`config.mk`:
```
export PLATFORM = sky130hd
export DESIGN_NAME = mem_req_buffer
export DESIGN_NICKNAME = d
export VERILOG_FILES = /design/src/rtl/mem_req_buffer.sv
export SDC_FILE = /design/constraint.sdc
export NUM_CORES = 1
export LEC_CHECK = 0
export ABC_AREA = 1
export CAP_MARGIN = 30
export CORE_ASPECT_RATIO = 1.2
export CORE_MARGIN = 3
export CORE_UTILIZATION = 35
export DETAILED_ROUTE_END_ITERATION = 10
export GPL_ROUTABILITY_DRIVEN = 0
export GPL_TIMING_DRIVEN = 1
export PLACE_DENSITY = 0.57
export REMOVE_ABC_BUFFERS = 1
export SYNTH_ARGS = -nofsm -noshare
export SYNTH_HDL_FRONTEND = slang
export SYNTH_SLANG_ARGS = --single-unit
```
`constraint.sdc`:
```
create_clock -name clk -period 4 [get_ports clk]
set_input_delay 0.6 -clock clk [delete_from_list [all_inputs] [get_ports clk]]
set_output_delay 0.6 -clock clk [all_outputs]
set_load 0.02 [all_outputs]
```
`src/rtl/mem_req_buffer.sv`:
```
// In-order memory request queue between a core and memory. Caps the number of
// reads in flight and registers read responses back to the core.
module mem_req_buffer #(
  parameter int ADDR_W  = 32,
  parameter int DATA_W  = 32,
  parameter int DEPTH   = 4,
  parameter int MAX_OUT = 4
) (
  input  logic                             clk,
  input  logic                             rst_n,
  input  logic                             req_valid_i,
  output logic                             req_ready_o,
  input  logic [ADDR_W-1:0]                req_addr_i,
  input  logic                             req_we_i,
  input  logic [DATA_W/8-1:0]              req_be_i,
  input  logic [DATA_W-1:0]                req_wdata_i,
  output logic                             mem_valid_o,
  input  logic                             mem_ready_i,
  output logic [ADDR_W-1:0]                mem_addr_o,
  output logic                             mem_we_o,
  output logic [DATA_W/8-1:0]              mem_be_o,
  output logic [DATA_W-1:0]                mem_wdata_o,
  input  logic                             mem_rvalid_i,
  input  logic [DATA_W-1:0]                mem_rdata_i,
  output logic                             resp_rvalid_o,
  output logic [DATA_W-1:0]                resp_rdata_o,
  output logic [$clog2(DEPTH+1)-1:0]       count_o,
  output logic [$clog2(MAX_OUT+1)-1:0]     outstanding_o,
  output logic                             idle_o,
  output logic                             err_o
);
  localparam int PTR_W = $clog2(DEPTH);
  localparam int CNT_W = $clog2(DEPTH+1);
  localparam int OUT_W = $clog2(MAX_OUT+1);

  typedef struct packed {
    logic [ADDR_W-1:0]   addr;
    logic                we;
    logic [DATA_W/8-1:0] be;
    logic [DATA_W-1:0]   wdata;
  } entry_t;

  entry_t             r_mem [DEPTH];
  logic [PTR_W-1:0]   r_wptr, r_rptr;
  logic [CNT_W-1:0]   r_count;
  logic [OUT_W-1:0]   r_out;
  logic               r_err, r_rvalid;
  logic [DATA_W-1:0]  r_rdata;

  entry_t w_head;
  logic   w_push, w_pop, w_issue_rd, w_resp, w_blocked;

  assign w_head      = r_mem[r_rptr];
  // A read head at the in-flight cap stalls the whole queue to keep issue order.
  assign w_blocked   = !w_head.we && (r_out == OUT_W'(MAX_OUT));
  assign req_ready_o = rst_n && (r_count != CNT_W'(DEPTH));
  assign mem_valid_o = rst_n && (r_count != '0) && !w_blocked;
  assign w_push      = req_valid_i && req_ready_o;
  assign w_pop       = mem_valid_o && mem_ready_i;
  assign w_issue_rd  = w_pop && !w_head.we;
  assign w_resp      = mem_rvalid_i && (r_out != '0);

  assign mem_addr_o    = w_head.addr;
  assign mem_we_o      = w_head.we;
  assign mem_be_o      = w_head.be;
  assign mem_wdata_o   = w_head.wdata;
  assign count_o       = r_count;
  assign outstanding_o = r_out;
  assign idle_o        = !rst_n || ((r_count == '0) && (r_out == '0));
  assign err_o         = r_err;
  assign resp_rvalid_o = r_rvalid;
  assign resp_rdata_o  = r_rdata;

  always_ff @(posedge clk) begin
    if (w_push) r_mem[r_wptr] <= '{req_addr_i, req_we_i, req_be_i, req_wdata_i};
  end

  always_ff @(posedge clk) begin
    if (!rst_n) begin
      r_wptr   <= '0;
      r_rptr   <= '0;
      r_count  <= '0;
      r_out    <= '0;
      r_err    <= 1'b0;
      r_rvalid <= 1'b0;
      r_rdata  <= '0;
    end else begin
      if (w_push) r_wptr <= r_wptr + PTR_W'(1);
      if (w_pop)  r_rptr <= r_rptr + PTR_W'(1);
      case ({w_push, w_pop})
        2'b10:   r_count <= r_count + CNT_W'(1);
        2'b01:   r_count <= r_count - CNT_W'(1);
        default: r_count <= r_count;
      endcase
      case ({w_issue_rd, w_resp})
        2'b10:   r_out <= r_out + OUT_W'(1);
        2'b01:   r_out <= r_out - OUT_W'(1);
        default: r_out <= r_out;
      endcase
      if (mem_rvalid_i && (r_out == '0)) r_err <= 1'b1;
      r_rvalid <= w_resp;
      if (w_resp) r_rdata <= mem_rdata_i;
    end
  end
endmodule

```
; ---- After elaboration in Yosys (flattened, before gate mapping)
; Memory sizes are Yosys's and may differ from the RTL's. A register that Yosys moved wholly into a read port is not among the register bits.
; Index checks and enable logic that the tools add are counted.
[totals]
ff_bits = 44
ram_bits = 276
input_bits = 106
out_inout_bits = 112
elab_cells = 46
mem_count = 1
[mem_list]
columns = name, depth, word_bits, rd, rd_clocked_by_memory_dff, write_ports, line_no
row1 = r_mem, 4, 69, 1, 1, 1, 43  ; entry_t r_mem [DEPTH];
[op_classes]
add_sub_neg = 6
eq_ne = 6
muxes = 6
reduce_logical = 20
[op_table]
columns = operator, n
row1 = $pmux W3 S2, 2
row2 = $logic_and A1 B1 Y1, 10
row3 = $add A3 B1 Y3 const B, 2
row4 = $logic_not A3 Y1, 2
row5 = $reduce_bool A3 Y1, 2
row6 = $sub A3 B1 Y3 const B, 2
row7 = $add A2 B1 Y2 const B, 2
row8 = $eq A2 B1 Y1 const B, 2
row9 = $eq A2 B2 Y1 const B, 2
row10 = $mux W2, 2
row11 = $reduce_bool A2 Y1, 2
row12 = $eq A3 B3 Y1 const B, 1
row13 = $logic_not A1 Y1, 3
row14 = $ne A3 B3 Y1 const B, 1
row15 = $mux W1, 2
row16 = $logic_or A1 B1 Y1, 1

; ---- Logic depth before layout (Yosys ltp)
; Gate-level depths: netlist of run 1.
[depth]
word_depth = 8
ltp_mapped = 16

; ---- Worst setup path after synthesis of run 1
; OpenSTA, ideal clock, no wires.
[synth_path]
kind = input -> register
from = in rst_n
to = mem r_mem[0][0] (netlist name), enable pin
t_arrival_ns = 4.220
required_ns = 3.503
slack_ns = -0.717
cell_stages = 4
cell_sequence = inv_1 > a21oi_1 > nand2_2 > nor2_1
[synth_between]
elab_chain_cells = 4
[synth_rtl]
columns = element, line_no
row1 = "start, declared", 10  ; input logic rst_n,
row2 = $logic_and A1 B1 Y1, 56  ; assign req_ready_o = rst_n && (r_count != CNT_W'(DEPTH));
row3 = named net req_ready_o, 12  ; output logic req_ready_o,
row4 = $logic_and A1 B1 Y1, 58  ; assign w_push = req_valid_i && req_ready_o;
row5 = $mux W1, 75  ; if (w_push) r_mem[r_wptr] <= '{req_addr_i, req_we_i, req_be_i, req_wdata_i};
row6 = $mux W1 (implied by the code), 75
row7 = "end, declared", 43
; The timed path passes the listed nets, and every way through them passes these cells.

==> impl_metrics.env, run 1 <==
export IMPL_period_needed_ps=3300
export IMPL_areaGrowthSynthToFinish_pct=31.3
export IMPL_worstPathArrival_ps=2700
export IMPL_min_path_type="reg2reg"
export IMPL_syn_area_mm2=0.0120
export IMPL_wl_met1_um=11600
export IMPL_startpoint_type="flip-flop"
export IMPL_vias=7695
export IMPL_wl_per_cell_um=17.4
export IMPL_setup_ws_ps=705
export IMPL_rows=73
export IMPL_finalCritPeriodShare=0.824
export IMPL_multiInputGateArea_mm2=0.00244
export IMPL_antenna_found_initial=2
export IMPL_fin_nets=1230
export IMPL_grt_pass1_vias=7718
export IMPL_drive_gt1_frac=0.0658
export IMPL_yosys_area_top_type="edfxtp_1"
export IMPL_n_fill_cell=3012
export IMPL_grt_pass1_wl_um=42600
export IMPL_total_power_mw=7.71
export IMPL_worstMarginPinSlew_ps=795
export IMPL_max_slew_margin=0.470
export IMPL_fin_hold_ws_ps=465
export IMPL_ios=218
export IMPL_wl_met3_um=2160
export IMPL_ctsLongestPathBuffers=3
export IMPL_ys_ff_latch=322
export IMPL_fin_tns_setup_ps=0
export IMPL_first_pass_iters=4
export IMPL_crit_type="reg2out"
export IMPL_p_per_area_mw_per_mm2=489
export IMPL_dp_cells=1530
export IMPL_power_leakage_nw=5.25
export IMPL_clk_latency_ps=510
export IMPL_synth_top_area_frac=0.690
export IMPL_dp_slack_ps=1140
export IMPL_routed_wl_met2_um=13400
export IMPL_cp_max_fo=66
export IMPL_drv_slew=0
export IMPL_dp_hpwl_um=15600
export IMPL_drt_total_wl_um=27700
export IMPL_synth_cells_most_frequent="edfxtp_1, nor2_1, o21ai_0, o22ai_1, dfxtp_1"
export IMPL_port_buffers=217
export IMPL_ys_flop_type="edfxtp_1"
export IMPL_ys_seq_area_frac=0.767
export IMPL_synth_edf_count=276
export IMPL_initial_utilization=0.358
export IMPL_fp_dieW_um=175
export IMPL_drv_cap=0
export IMPL_dieArea_mm2=0.0366
export IMPL_overflow=0
export IMPL_max_freq_mhz=303
export IMPL_ir_drop_uv=351
export IMPL_final_hold_violation_count=0
export IMPL_crit_required_ps=3400
export IMPL_fin_cells=1591
export IMPL_cts_resized=0
export IMPL_status="complete, no violations"
export IMPL_grtUsageTotal=0.148
export IMPL_setup_viol=0
export IMPL_antenna_left=0
export IMPL_root_buffer="clkbuf_16"
export IMPL_die_h_um=209
export IMPL_clock_sinks=322
export IMPL_synth_warnings=0
export IMPL_stdcell_area_mm2=0.0158
export IMPL_ys_top_cells_by_area="edfxtp_1, dfxtp_1, o21ai_0"
export IMPL_htree_num_levels=2
export IMPL_drc=0
export IMPL_cts_tree="built"
export IMPL_post_drt_via_cell_ratio=4.84
export IMPL_postLayoutCoreUtil=0.470
export IMPL_crit_path_end_kind="primary output"
export IMPL_synthArstFlopShare=0
export IMPL_dr_max_layer_used="met5"
export IMPL_fin_skew_ps=14.4
export IMPL_synth_most_common_cell="edfxtp_1"
export IMPL_rsz0062_at_grt="false"
export IMPL_grt_start_max_net_pins=139
export IMPL_cts_hold_buf=0
export IMPL_synth_cell_types=24
export IMPL_syn_inst=903
export IMPL_seqCellArea_mm2=0.00921
export IMPL_post_cts_buffers=0
export IMPL_core_region_area_mm2=0.0335
export IMPL_cts_made_buffers=34
export IMPL_clkSlewWorstSetupHoldPaths_ps=60
export IMPL_dpl_cell_area_mm2=0.0147
export IMPL_avgSynthCellArea_um2=13.3
export IMPL_drt_iter0_markers=331
## cell families after synthesis
family          synth area share
flops                      0.767
simple gates              0.0753
compound gates             0.116
fa+ha+maj                0.00959
buf+inv                   0.0324
## critical path, cell delays in order (launching register included)
cell             delay [ps]
dfxtp_4                 360
inv_4                   490
buf_4                   390
o21ai_0                 120
o22ai_1                 170
clkdlybuf4s50_1         630
## placed cells by master (no fill, tap or decap), types with 7 or more instances in the layout
master | synthesis | layout
nor2_1 | 211 | 207
edfxtp_1 | 276 | 276
o22ai_1 | 68 | 68
a21oi_1 | 15 | 15
clkbuf_1 | 28 | 7
clkdlybuf4s50_1 | 0 | 217
buf_12 | 0 | 7
dfxtp_1 | 46 | 44
nand2_1 | 11 | 11
buf_4 | 3 | 7
inv_1 | 24 | 24
o21ai_0 | 170 | 170
clkbuf_16 | 0 | 35
## registers in the layout, indices dropped and copies added (netlist names), named ones only
signal	count
count_o	3
resp_rdata_o	32
r_rptr	2
r_wptr	2
r_mem	276
err_o	1
outstanding_o	3
resp_rvalid_o	1
## final timing paths
check / from / to / slack [ps] / depth (start not counted)
max: flip-flop / mem_wdata_o[21] / 700 / 5
min: err_o$_SDFFE_PN0P_ / err_o$_SDFFE_PN0P_ / 470 / 2
max reg2reg: flip-flop / outstanding_o[2]$_SDFFE_PN0P_ / 1190 / 14
min reg2reg: err_o$_SDFFE_PN0P_ / err_o$_SDFFE_PN0P_ / 470 / 2
## routing by layer
layer  global-route usage  up-vias
li1                     -     3722
met1                0.179     3715
met2                0.251      219
met3               0.0513       37
met4               0.0416        2
met5                    0        -
## power by group
group / total [mW] / internal, mW / switching (mW)
Combinational: 0.872 / 0.384 / 0.488
Sequential: 3.80 / 3.76 / 0.0363
Clock: 3.04 / 1.80 / 1.24
Total: 7.71 / 5.95 / 1.76
## final cells by class
cell class | instances | share of cell area
clock inverters | 18 | 0.0116
multi-input cells | 501 | 0.155
inverters | 26 | 0.00635
flip-flops and latches | 322 | 0.584
repair buffers | 231 | 0.150
well taps | 450 | 0.0357
diodes | 1 | 0.000159
clock buffers | 42 | 0.0572
No activity file was read; power rests on OpenSTA's default activity.
==> inputs of run 2 (changes only) <==
- PLACE_DENSITY: 0.57 -> 0.55
- clock period: 4 -> 3.2 ns (I/O delays scaled with it)
==> impl_metrics.env, run 2 (synthesis gave the netlist of run 1 again) <==
export IMPL_min_path_type="reg2reg"
export IMPL_crit_required_ps=2720
export IMPL_dpl_cell_area_mm2=0.0148
export IMPL_ctsLongestPathBuffers=3
export IMPL_period_needed_ps=3050
export IMPL_drt_iter0_markers=419
export IMPL_worstPathArrival_ps=2570
export IMPL_antenna_left=0
export IMPL_dieArea_mm2=0.0366
export IMPL_slowest_delay_ps=670
export IMPL_port_buffers=217
export IMPL_crit_type="reg2out"
export IMPL_top_register="r_mem"
export IMPL_cts_resized=0
export IMPL_clkSlewWorstSetupHoldPaths_ps=60
export IMPL_drv_slew=0
export IMPL_clock_sinks=322
export IMPL_fin_nets=1238
export IMPL_cts_made_buffers=35
export IMPL_cp_max_fo=56
export IMPL_die_h_um=209
export IMPL_vias=7721
export IMPL_grt_start_max_net_pins=89
export IMPL_largest_register_ffs=276
export IMPL_drive_gt1_frac=0.0671
export IMPL_stdcell_area_mm2=0.0158
export IMPL_drt_total_wl_um=28100
export IMPL_mostFrequentLayoutCells="edfxtp_1, clkdlybuf4s50_1, nor2_1"
export IMPL_critPathTopFamily="buffers and inverters"
export IMPL_crit_path_end_kind="primary output"
export IMPL_post_drt_via_cell_ratio=4.83
export IMPL_initial_utilization=0.358
export IMPL_dp_hpwl_um=16500
export IMPL_final_hold_violation_count=0
export IMPL_power_leakage_nw=5.28
export IMPL_grt_pass1_vias=7637
export IMPL_fin_skew_ps=17.8
export IMPL_fin_tns_setup_ps=0
export IMPL_grtUsageTotal=0.151
export IMPL_setup_ws_ps=150
export IMPL_status="complete, no violations"
export IMPL_worst_path_max_delay_cell="clkdlybuf4s50_1"
export IMPL_core_region_area_mm2=0.0335
export IMPL_dp_cells=1537
export IMPL_worstMarginPinSlew_ps=594
export IMPL_cts_tree="built"
export IMPL_fin_cells=1598
export IMPL_overflow=0
export IMPL_cts_hold_buf=0
export IMPL_startpoint_type="flip-flop"
export IMPL_post_cts_buffers=0
export IMPL_final_common_cell="edfxtp_1"
export IMPL_wl_per_cell_um=17.6
export IMPL_path_cells="buf_4 -> o21ai_0 -> o22ai_1 -> clkdlybuf4s50_1"
export IMPL_rows=73
export IMPL_rsz0062_at_grt="false"
export IMPL_regToRegSetupSlack_ps=770
export IMPL_drv_cap=0
export IMPL_antenna_found_initial=2
export IMPL_ir_drop_uv=353
export IMPL_postLayoutCoreUtil=0.472
export IMPL_fp_dieW_um=175
export IMPL_max_freq_mhz=328
export IMPL_ios=218
export IMPL_finalCritPeriodShare=0.953
export IMPL_total_power_mw=9.57
export IMPL_dp_slack_ps=486
export IMPL_drc=0
export IMPL_grt_pass1_wl_um=43600
export IMPL_first_pass_iters=4
export IMPL_max_slew_margin=0.603
export IMPL_n_fill_cell=2983
export IMPL_clk_latency_ps=510
export IMPL_crit_buf_inv=2
export IMPL_setup_viol=0
export IMPL_root_buffer="clkbuf_16"
export IMPL_fin_hold_ws_ps=480
export IMPL_htree_num_levels=2
export IMPL_areaGrowthSynthToFinish_pct=31.8
export IMPL_p_per_area_mw_per_mm2=605
-- run 2: worst paths after layout --
| path | cells after the start | endpoint | startpoint |
|---|---|---|---|
| max reg2reg | 15 | outstanding_o[2]$_SDFFE_PN0P_ | flip-flop |
| min reg2reg | 2 | resp_rdata_o[1]$_SDFFE_PN0P_ | resp_rdata_o[1]$_SDFFE_PN0P_ |
| max | 4 | mem_wdata_o[19] | flip-flop |
| min | 2 | resp_rdata_o[1]$_SDFFE_PN0P_ | resp_rdata_o[1]$_SDFFE_PN0P_ |
-- run 2: cell type report --
class                           count  area, um2  share of cell area
Clock buffer                       46        960              0.0606
Antenna cell                        1       2.50            0.000158
Sequential cell                   322       9210               0.582
Timing Repair Buffer              238       2450               0.155
Multi-Input combinational cell    501       2440               0.154
Tap cell                          450        563              0.0356
Clock inverter                     14       95.1             0.00601
Inverter                           26        100             0.00632
-- run 2: worst reg2reg max path, delay by kind of cell, from the launching register on --
kind | cells | cell delay (ps)
AO/OA/AOI/OAI | 4 | 450
adder cells (fa/ha/maj) | 2 | 510
buffers and inverters | 4 | 480
AND/OR/NAND/NOR | 5 | 530
flip-flops | 1 | 340
-- run 2: per-layer routing --
| layer | share of wire | vias to the layer above | GRT usage |
|---|---|---|---|
| li1 | - | 3734 | - |
| met1 | 0.43 | 3699 | 0.192 |
| met2 | 0.47 | 246 | 0.247 |
| met3 | 0.081 | 40 | 0.0469 |
| met4 | 0.023 | 2 | 0.0487 |
| met5 | 0.00025 | - | 0 |
-- run 2: power breakdown --
| group | switching [mW] | internal [mW] | total (mW) |
|---|---|---|---|
| Clock | 1.53 | 2.19 | 3.72 |
| Combinational | 0.618 | 0.487 | 1.10 |
| Sequential | 0.0458 | 4.70 | 4.75 |
==> inputs of run 3 (changes only) <==
- clock period: 3.2 -> 3.4 ns (I/O delays scaled with it)
==> impl_metrics.env, run 3 (synthesis gave the netlist of run 1 again) <==
export IMPL_first_pass_iters=4
export IMPL_dpl_cell_area_mm2=0.0147
export IMPL_drive_gt1_frac=0.0706
export IMPL_ir_drop_uv=381
export IMPL_startpoint_type="flip-flop"
export IMPL_core_region_area_mm2=0.0335
export IMPL_antenna_left=0
export IMPL_fin_nets=1235
export IMPL_cts_resized=0
export IMPL_dieArea_mm2=0.0366
export IMPL_worstMarginPinSlew_ps=663
export IMPL_antenna_found_initial=2
export IMPL_drt_total_wl_um=28300
export IMPL_stdcell_area_mm2=0.0158
export IMPL_fin_skew_ps=8.74
export IMPL_cts_tree="built"
export IMPL_root_buffer="clkbuf_16"
export IMPL_areaGrowthSynthToFinish_pct=31.9
export IMPL_drv_slew=0
export IMPL_finalCritPeriodShare=0.900
export IMPL_hold_end="err_o$_SDFFE_PN0P_"
export IMPL_gr_usage_met2=0.243
export IMPL_max_freq_mhz=327
export IMPL_crit_type="reg2out"
export IMPL_crit_required_ps=2890
export IMPL_crit_path_end_kind="primary output"
export IMPL_grt_pass1_wl_um=43600
export IMPL_cts_hold_buf=0
export IMPL_holdPathStages=2
export IMPL_post_drt_via_cell_ratio=4.84
export IMPL_hold_start="err_o$_SDFFE_PN0P_"
export IMPL_clk_latency_ps=520
export IMPL_crit_buf_inv=2
export IMPL_drc=0
export IMPL_drv_cap=0
export IMPL_regToRegSetupSlack_ps=830
export IMPL_ios=218
export IMPL_wl_per_cell_um=17.7
export IMPL_setup_ws_ps=342
export IMPL_critPathTopFamily="buffers and inverters"
export IMPL_vias=7732
export IMPL_grt_use_met1=0.195
export IMPL_top_register="r_mem"
export IMPL_min_path_type="reg2reg"
export IMPL_dp_hpwl_um=16100
export IMPL_fp_dieW_um=175
export IMPL_diodes=0
export IMPL_grt_util_met3=0.0534
export IMPL_max_slew_margin=0.558
export IMPL_clock_sinks=322
export IMPL_port_buffers=217
export IMPL_status="complete, no violations"
export IMPL_rr_worst_depth=14
export IMPL_worstPathArrival_ps=2550
export IMPL_grt_start_max_net_pins=139
export IMPL_ctsLongestPathBuffers=3
export IMPL_rows=73
export IMPL_drt_iter0_markers=493
export IMPL_die_h_um=209
export IMPL_cts_made_buffers=35
export IMPL_dp_slack_ps=645
export IMPL_rsz0062_at_grt="false"
export IMPL_grtUsageTotal=0.152
export IMPL_post_cts_buffers=0
export IMPL_worst_path_max_delay_cell="clkdlybuf4s50_1"
export IMPL_mostFrequentLayoutCells="edfxtp_1, clkdlybuf4s50_1, nor2_1"
export IMPL_period_needed_ps=3060
export IMPL_final_hold_violation_count=0
export IMPL_power_leakage_nw=5.29
export IMPL_initial_utilization=0.358
export IMPL_final_common_cell="edfxtp_1"
export IMPL_cp_max_fo=138
export IMPL_p_per_area_mw_per_mm2=582
export IMPL_path_cells="buf_12 -> o21ai_0 -> o22ai_1 -> clkdlybuf4s50_1"
export IMPL_overflow=0
export IMPL_slowest_delay_ps=670
export IMPL_busiest_layer="met2"
export IMPL_grt_pass1_vias=7680
export IMPL_clkSlewWorstSetupHoldPaths_ps=60
export IMPL_total_power_mw=9.21
export IMPL_setup_viol=0
export IMPL_timing_rr_end="count_o[2]$_SDFFE_PN0P_"
export IMPL_largest_register_ffs=276
export IMPL_htree_num_levels=2
==> run 3: cell count changes in the layout (fill, tap and decap cells not counted), sizes merged <==
| cell | before | now |
|---|---|---|
| inv | 27 | 29 |
| clkbuf | 46 | 42 |
| diode | 1 | 0 |
| clkinvlp | 2 | 1 |
| clkinv | 10 | 14 |
| bufinv | 1 | 4 |
| buf | 21 | 18 |
==> run 3: routing by layer <==
| metal | share of wire | vias to the layer above |
|---|---|---|
| met5 | 0.0012 | - |
| met3 | 0.088 | 47 |
| met1 | 0.42 | 3693 |
| met4 | 0.022 | 4 |
| li1 | - | 3731 |
| met2 | 0.47 | 257 |
==> run 3: stage by stage <==
stage | std cells | hold slack, ps | TNS (ps) | util
6_report | 1598 | 470 | 0 | 0.472
5_1_grt | 1598 | 499 | 0 | 0.472
4_1_cts | 1598 | 482 | 0 | 0.472
3_5_place_dp | 1534 | 471 | 0 | 0.439
3_3_place_gp | 1534 | 462 | 0 | 0.439
2_1_floorplan | 849 | 443 | -448380 | -
==> run 3: power breakdown <==
part           internal (mW)  switching [mW]
logic                  0.454           0.585
clock network           2.21            1.50
registers               4.42          0.0413
==> run 3: how the worst max path moves through the flow <==
stage | end | depth (start not counted) | from
3_5_place_dp | count_o[2]$_SDFFE_PN0P_ | 12 | rst_n
4_1_cts | mem_addr_o[5] | 4 | flip-flop
3_3_place_gp | count_o[2]$_SDFFE_PN0P_ | 12 | rst_n
6_report | mem_addr_o[5] | 4 | flip-flop
2_1_floorplan | outstanding_o[2]$_SDFFE_PN0P_ | 15 | flip-flop
5_1_grt | mem_valid_o | 8 | flip-flop
==> run 3: final cells by class <==
class                      count  area [um2]
tap                          450         563
inverter                      26         100
multi-input combinational    501        2440
timing repair buffer         235        2390
sequential                   322        9210
clock buffer                  42         902
fill                        2992       17700
clock inverter                22         221
==> run 3: tightest hold or removal path, cell delays in order, from the launching register on <==
cell and delay (ps):
dfxtp_1 310, inv_1 50, a21oi_1 60
==> RTL change 1: new RTL, flow settings as in run 1 <==
Register the output `count_o` once more; this adds one clock of latency there. The other outputs are not delayed to match.
--- a/src/rtl/mem_req_buffer.sv
+++ b/src/rtl/mem_req_buffer.sv
@@ -64,7 +64,9 @@
   assign mem_we_o      = w_head.we;
   assign mem_be_o      = w_head.be;
   assign mem_wdata_o   = w_head.wdata;
-  assign count_o       = r_count;
+  always_ff @(posedge clk) begin
+    count_o <= r_count;
+  end
   assign outstanding_o = r_out;
   assign idle_o        = !rst_n || ((r_count == '0) && (r_out == '0));
   assign err_o         = r_err;
Check against the original RTL: not equivalent (Yosys sat finds a counterexample within 4 cycles, from zero or initial values and one cycle with rst_n low).
==> RTL change 1 against run 1 <==
Area after synthesis is 0.50% higher. Power down 0.75%. Sequential cell count up 3. Final cell count increased by 0.50%. Setup slack worse by 0.063 ns. Final area rose by 0.26%. Routed wire length increased by 2.6%. Global-route usage is 0.51 points higher. Via count increased by 1.2%. Critical path type unchanged. Critical endpoint is now mem_wdata_o[28].
==> RTL change 1: results (changes against run 1) <==
- Status: finished clean (unchanged)
- Global-route wire length before repair: 43900 um (was 42600 um)
- Worst R2R End: r_count[2] (was outstanding_o[2])
- Via Count: 7786 (was 7695)
- Peak VDD IR: 0.000282 V (was 0.000351 V)
- Drt total wl: 28400 um (was 27700 um)
- # fillers: 3074 (was 3012)
- Crit path capture: mem_wdata_o[28] (was mem_wdata_o[21])
- M3 GR Usage: 5.36% (was 5.13%)
- Final Skew: 0.0226 ns (was 0.0144 ns)
- DP Wirelength: 16900 um (was 15600 um)
- Share of layout cells above drive strength 1: 6.88% (was 6.58%)
- Grt met2 use: 25.7% (was 25.1%)
- CP Max Fanout: 63 (was 66)
- CTS Sinks: 325 (was 322)
- Synth top area cells: edfxtp_1 (69%), dfxtp_1 (8.1%), o21ai_0 (7.1%), nor2_1 (6.6%), o22ai_1 (3.5%) (was edfxtp_1 (69%), dfxtp_1 (7.7%), o21ai_0 (7.1%), nor2_1 (6.6%), o22ai_1 (3.5%))
- Initial DRC Count: 438 (was 331)
- Vias in the first global route: 7935 (was 7718)
- Sequential-to-total area share from yosys stat: 76.8% (was 76.7%)
- 1st-pass router iterations: 4 (unchanged)
- Inserted Clock Buffers: 35 (was 34)
- Crit-path leading delay family: buffers and inverters (unchanged)
- Final nets: 1238 (was 1230)
- Initial antenna violation count: 3 (was 2)
- GRT Total Usage: 15.3% (was 14.8%)
- Leakage: 5.28 nW (was 5.25 nW)
- Max stage delay on crit path: 0.66 ns (was 0.63 ns)
- M1 GR Usage: 18.3% (was 17.9%)
## RTL change 1: cell count changes in the layout (fill, tap and decap cells not counted), sizes merged
cell / before / now
buf: 14 / 18
clkinv: 13 / 14
dfxtp: 46 / 49
clkbuf: 42 / 46
bufinv: 3 / 0
clkinvlp: 2 / 1
## RTL change 1: final cells by class
type                            count  area [um^2]  share of cell area, %
Sequential cell                   325         9270                   58.7
Multi-Input combinational cell    501         2440                   15.4
Timing Repair Buffer              235         2380                   15.1
Clock buffer                       46          980                   6.20
Tap cell                          450          563                   3.56
Inverter                           26          100                  0.633
Clock inverter                     15         68.8                  0.435
Antenna cell                        1         2.50                 0.0158
## RTL change 1: layer usage
metal	up-vias	routed length, um
met5	-	11
met4	2	695
met3	49	2350
met2	235	13600
met1	3763	11700
li1	3737	-
## RTL change 1: kinds of logic (layout without fill, tap and decap cells)
group                    count (synthesis)  in the layout  synth area share (%)
flip-flops                             325            325                  76.8
AO/OA/AOI/OAI                          260            260                  11.5
AND/OR/NAND/NOR                        233            233                  7.50
buffers and inverters                   80            322                  3.22
adder cells (fa/ha/maj)                  8              8                 0.954
other                                    0              1                     0
## RTL change 1: power by group
group	total, W	switching (W)	internal (W)
clock	0.00294	0.00122	0.00172
combinational	0.000877	0.000493	0.000385
sequential	0.00383	0.0000379	0.00379
## RTL change 1: through the flow
step	std cells	area [um^2]	setup WS, ns
2_1_floorplan	852	11800	-1.45
3_3_place_gp	1537	14800	1.09
3_5_place_dp	1537	14800	1.09
4_1_cts	1598	15800	0.572
5_1_grt	1599	15800	0.423
6_report	1599	15800	0.642
## RTL change 1: worst min-delay path by stage
| stage | start | end | slack (ns) | cells past startpoint |
|---|---|---|---|---|
| floorplan | r_count[2] | count_o[2] | 0.35 | 0 |
| global placement | r_count[1] | count_o[1] | 0.38 | 0 |
| detailed placement | r_count[1] | count_o[1] | 0.38 | 0 |
| CTS | r_count[1] | count_o[1] | 0.38 | 0 |
| global route | r_count[1] | count_o[1] | 0.41 | 0 |
| finish | r_count[1] | count_o[1] | 0.38 | 0 |
## RTL change 1: worst register-to-register path: stages, from the launching register on
cell     delay [ns]
dfxtp_4        0.36
buf_4          0.64
nand2_1        0.12
nand3_1        0.14
nand2_2        0.10
nand2_2        0.10
nand3_1        0.11
inv_1          0.10
ha_1           0.14
inv_1          0.06
fa_1           0.38
a21oi_1        0.14
o21ai_0        0.11
o21ai_0        0.16
a21oi_1        0.05
==> RTL change 2: new RTL, flow settings as in run 1 <==
Without the edit above. Set the parameter `DATA_W` to 64 (it was 32).
--- a/src/rtl/mem_req_buffer.sv
+++ b/src/rtl/mem_req_buffer.sv
@@ -2,7 +2,7 @@
 // reads in flight and registers read responses back to the core.
 module mem_req_buffer #(
   parameter int ADDR_W  = 32,
-  parameter int DATA_W  = 32,
+  parameter int DATA_W  = 64,
   parameter int DEPTH   = 4,
   parameter int MAX_OUT = 4
 ) (
Interface: changed (6 resized); port bits go from 218 to 354. The function was not compared with the original's and may differ.
==> RTL change 2 against run 1 <==
Power rose by 54%. Critical path depth unchanged. Sequential cell count grew 176. Area after synthesis up 54%. Global-route usage is 1.9 points higher. Final area is 54% higher. Final cell count up 55%. Routed wire length grew 71%. Setup slack got worse by 0.20 ns. Highest routed layer unchanged.
==> RTL change 2: results (changes against run 1) <==
- Clk slew on worst S/H paths: 0.06 ns (about the same)
- Rows: 91 (was 73)
- Worst R2R End: count_o[2] (was outstanding_o[2])
- Htree depth: 2 (unchanged)
- GRT Total Usage: 16.7% (was 14.8%)
- Drt via density: 4.91 (was 4.84)
- Peak VDD IR: 0.000321 V (was 0.000351 V)
- WHS Path Cells: 3 (was 2)
- Inserted Clock Buffers: 51 (was 34)
- Root Driver: clkbuf_16 (unchanged)
- Hold_sp: rst_n (was err_o)
- Clk Latency, worst-skew pair: 0.58 ns (was 0.51 ns)
- Post-synth EDFFs: 420 (was 276)
- Global-route wire length before repair: 72000 um (was 42600 um)
- Crit Path Class: reg -> out (unchanged)
- Vias in the first global route: 12400 (was 7718)
- Antenna-violating nets left: 0 (unchanged)
- Ys async rst share: 0% (unchanged)
- Dominant synthesized flop cell: edfxtp_1 (unchanged)
- Share of layout cells above drive strength 1: 5.99% (was 6.58%)
- ANT cells: 0 (was 1)
- Synth top cells by count: edfxtp_1 (420), nor2_1 (347), o21ai_0 (245) (was edfxtp_1 (276), nor2_1 (211), o21ai_0 (170))
- Sequential-to-total area share from yosys stat: 76.8% (was 76.7%)
- CP Max Fanout: 82 (was 66)
- Final Skew: 0.0217 ns (was 0.0144 ns)
- DP Wirelength: 28100 um (was 15600 um)
- Leakage: 8.06 nW (was 5.25 nW)
- Largest net degree at the start of global routing: 111 (was 139)
- Max stage delay on crit path: 0.67 ns (was 0.63 ns)
- Slowest-stage cell, CP: clkdlybuf4s50_1 (unchanged)
- Worst min path class: in -> reg (was reg -> reg)
- Max FFs per register: 420 (was 276)
- PostCTS Resize Cnt: 0 (unchanged)
- Post-synthesis cell type count: 23 (was 24)
- Largest Register: r_mem (unchanged)
- Commonest non-fill, non-tap cell in the layout: edfxtp_1 (unchanged)
- Flop2flop setup slack: 1.12 ns (was 1.19 ns)
- 1st-pass router iterations: 5 (was 4)
- Setup Fix Bufs, Post-CTS: 0 (unchanged)
- Hold endpoint: outstanding_o[1] (was err_o)
- Status: finished clean (unchanged)
- Reg2Reg Depth: 13 (was 14)
- Synth top area cells: edfxtp_1 (68%), dfxtp_1 (8.5%), nor2_1 (7.1%), o21ai_0 (6.6%), o22ai_1 (3.5%) (was edfxtp_1 (69%), dfxtp_1 (7.7%), o21ai_0 (7.1%), nor2_1 (6.6%), o22ai_1 (3.5%))
- Crit path arrival time: 2.89 ns (was 2.70 ns)
- Initial antenna violation count: 4 (was 2)
- CTS max path bufs: 3 (unchanged)
- Tcrit/Tclk final: 87.3% (was 82.4%)
- # fillers: 4666 (was 3012)
- Slew headroom: 52.3% (was 47.0%)
- Yosys warns: 0 (unchanged)
- Final nets: 1909 (was 1230)
- # port buffers: 353 (was 217)
- Fin Hold WS: 0.354 ns (was 0.465 ns)
- Initial DRC Count: 791 (was 331)
- Crit path capture: mem_wdata_o[16] (was mem_wdata_o[21])
- Routed length per instance: 19.1 um (was 17.4 um)
RTL change 2: cell count changes after synthesis, sizes merged:
cell / before / now
clkbuf: 30 / 47
o21ai: 176 / 280
dfxtp: 46 / 78
o22ai: 68 / 104
buf: 24 / 43
edfxtp: 276 / 420
nor2: 211 / 347
RTL change 2: layout make-up:
class	instances	share of cell area, %
Clock inverter	25	0.798
Clock buffer	70	5.85
Inverter	26	0.427
Tap cell	697	3.59
Timing Repair Buffer	373	15.8
Sequential cell	498	58.3
Multi-Input combinational cell	777	15.2
RTL change 2: per-stage QoR:
step,instance area (um^2),util [%],instances,power [W]
after floorplan,17900,-,1301,0.00663
after global placement,22700,43.8,2371,0.00739
after detailed placement,22700,43.8,2371,0.00740
after CTS,24300,46.9,2466,0.0121
after global routing,24300,46.9,2466,0.0124
final,24300,46.9,2466,0.0119
RTL change 2: logic make-up after synthesis:
family / count (synthesis) / share of synthesized area [%]
buffers and inverters: 116 / 3.32
flip-flops: 498 / 76.8
AO/OA/AOI/OAI: 400 / 11.6
AND/OR/NAND/NOR: 369 / 7.66
adder cells (fa/ha/maj): 8 / 0.624
RTL change 2: power breakdown:
part	internal [W]	switching (W)	leakage, nW
Clock	0.00267	0.00193	0.788
Sequential	0.00581	0.0000648	4.45
Combinational	0.000614	0.000786	2.83
RTL change 2: critical path: cells and delay by family, from the launching register on:
family / cells / cell delay [ns]
buffers and inverters: 3 / 1.52
DFF: 1 / 0.38
AOI/OAI and AO/OA: 2 / 0.35
RTL change 2: metal layers:
metal	track usage [%]	vias up	routed length, um
met2	28.3	394	23000
met1	20.5	5904	19100
met4	4.50	2	1040
li1	-	5745	-
met3	5.60	70	3980
met5	0	-	11
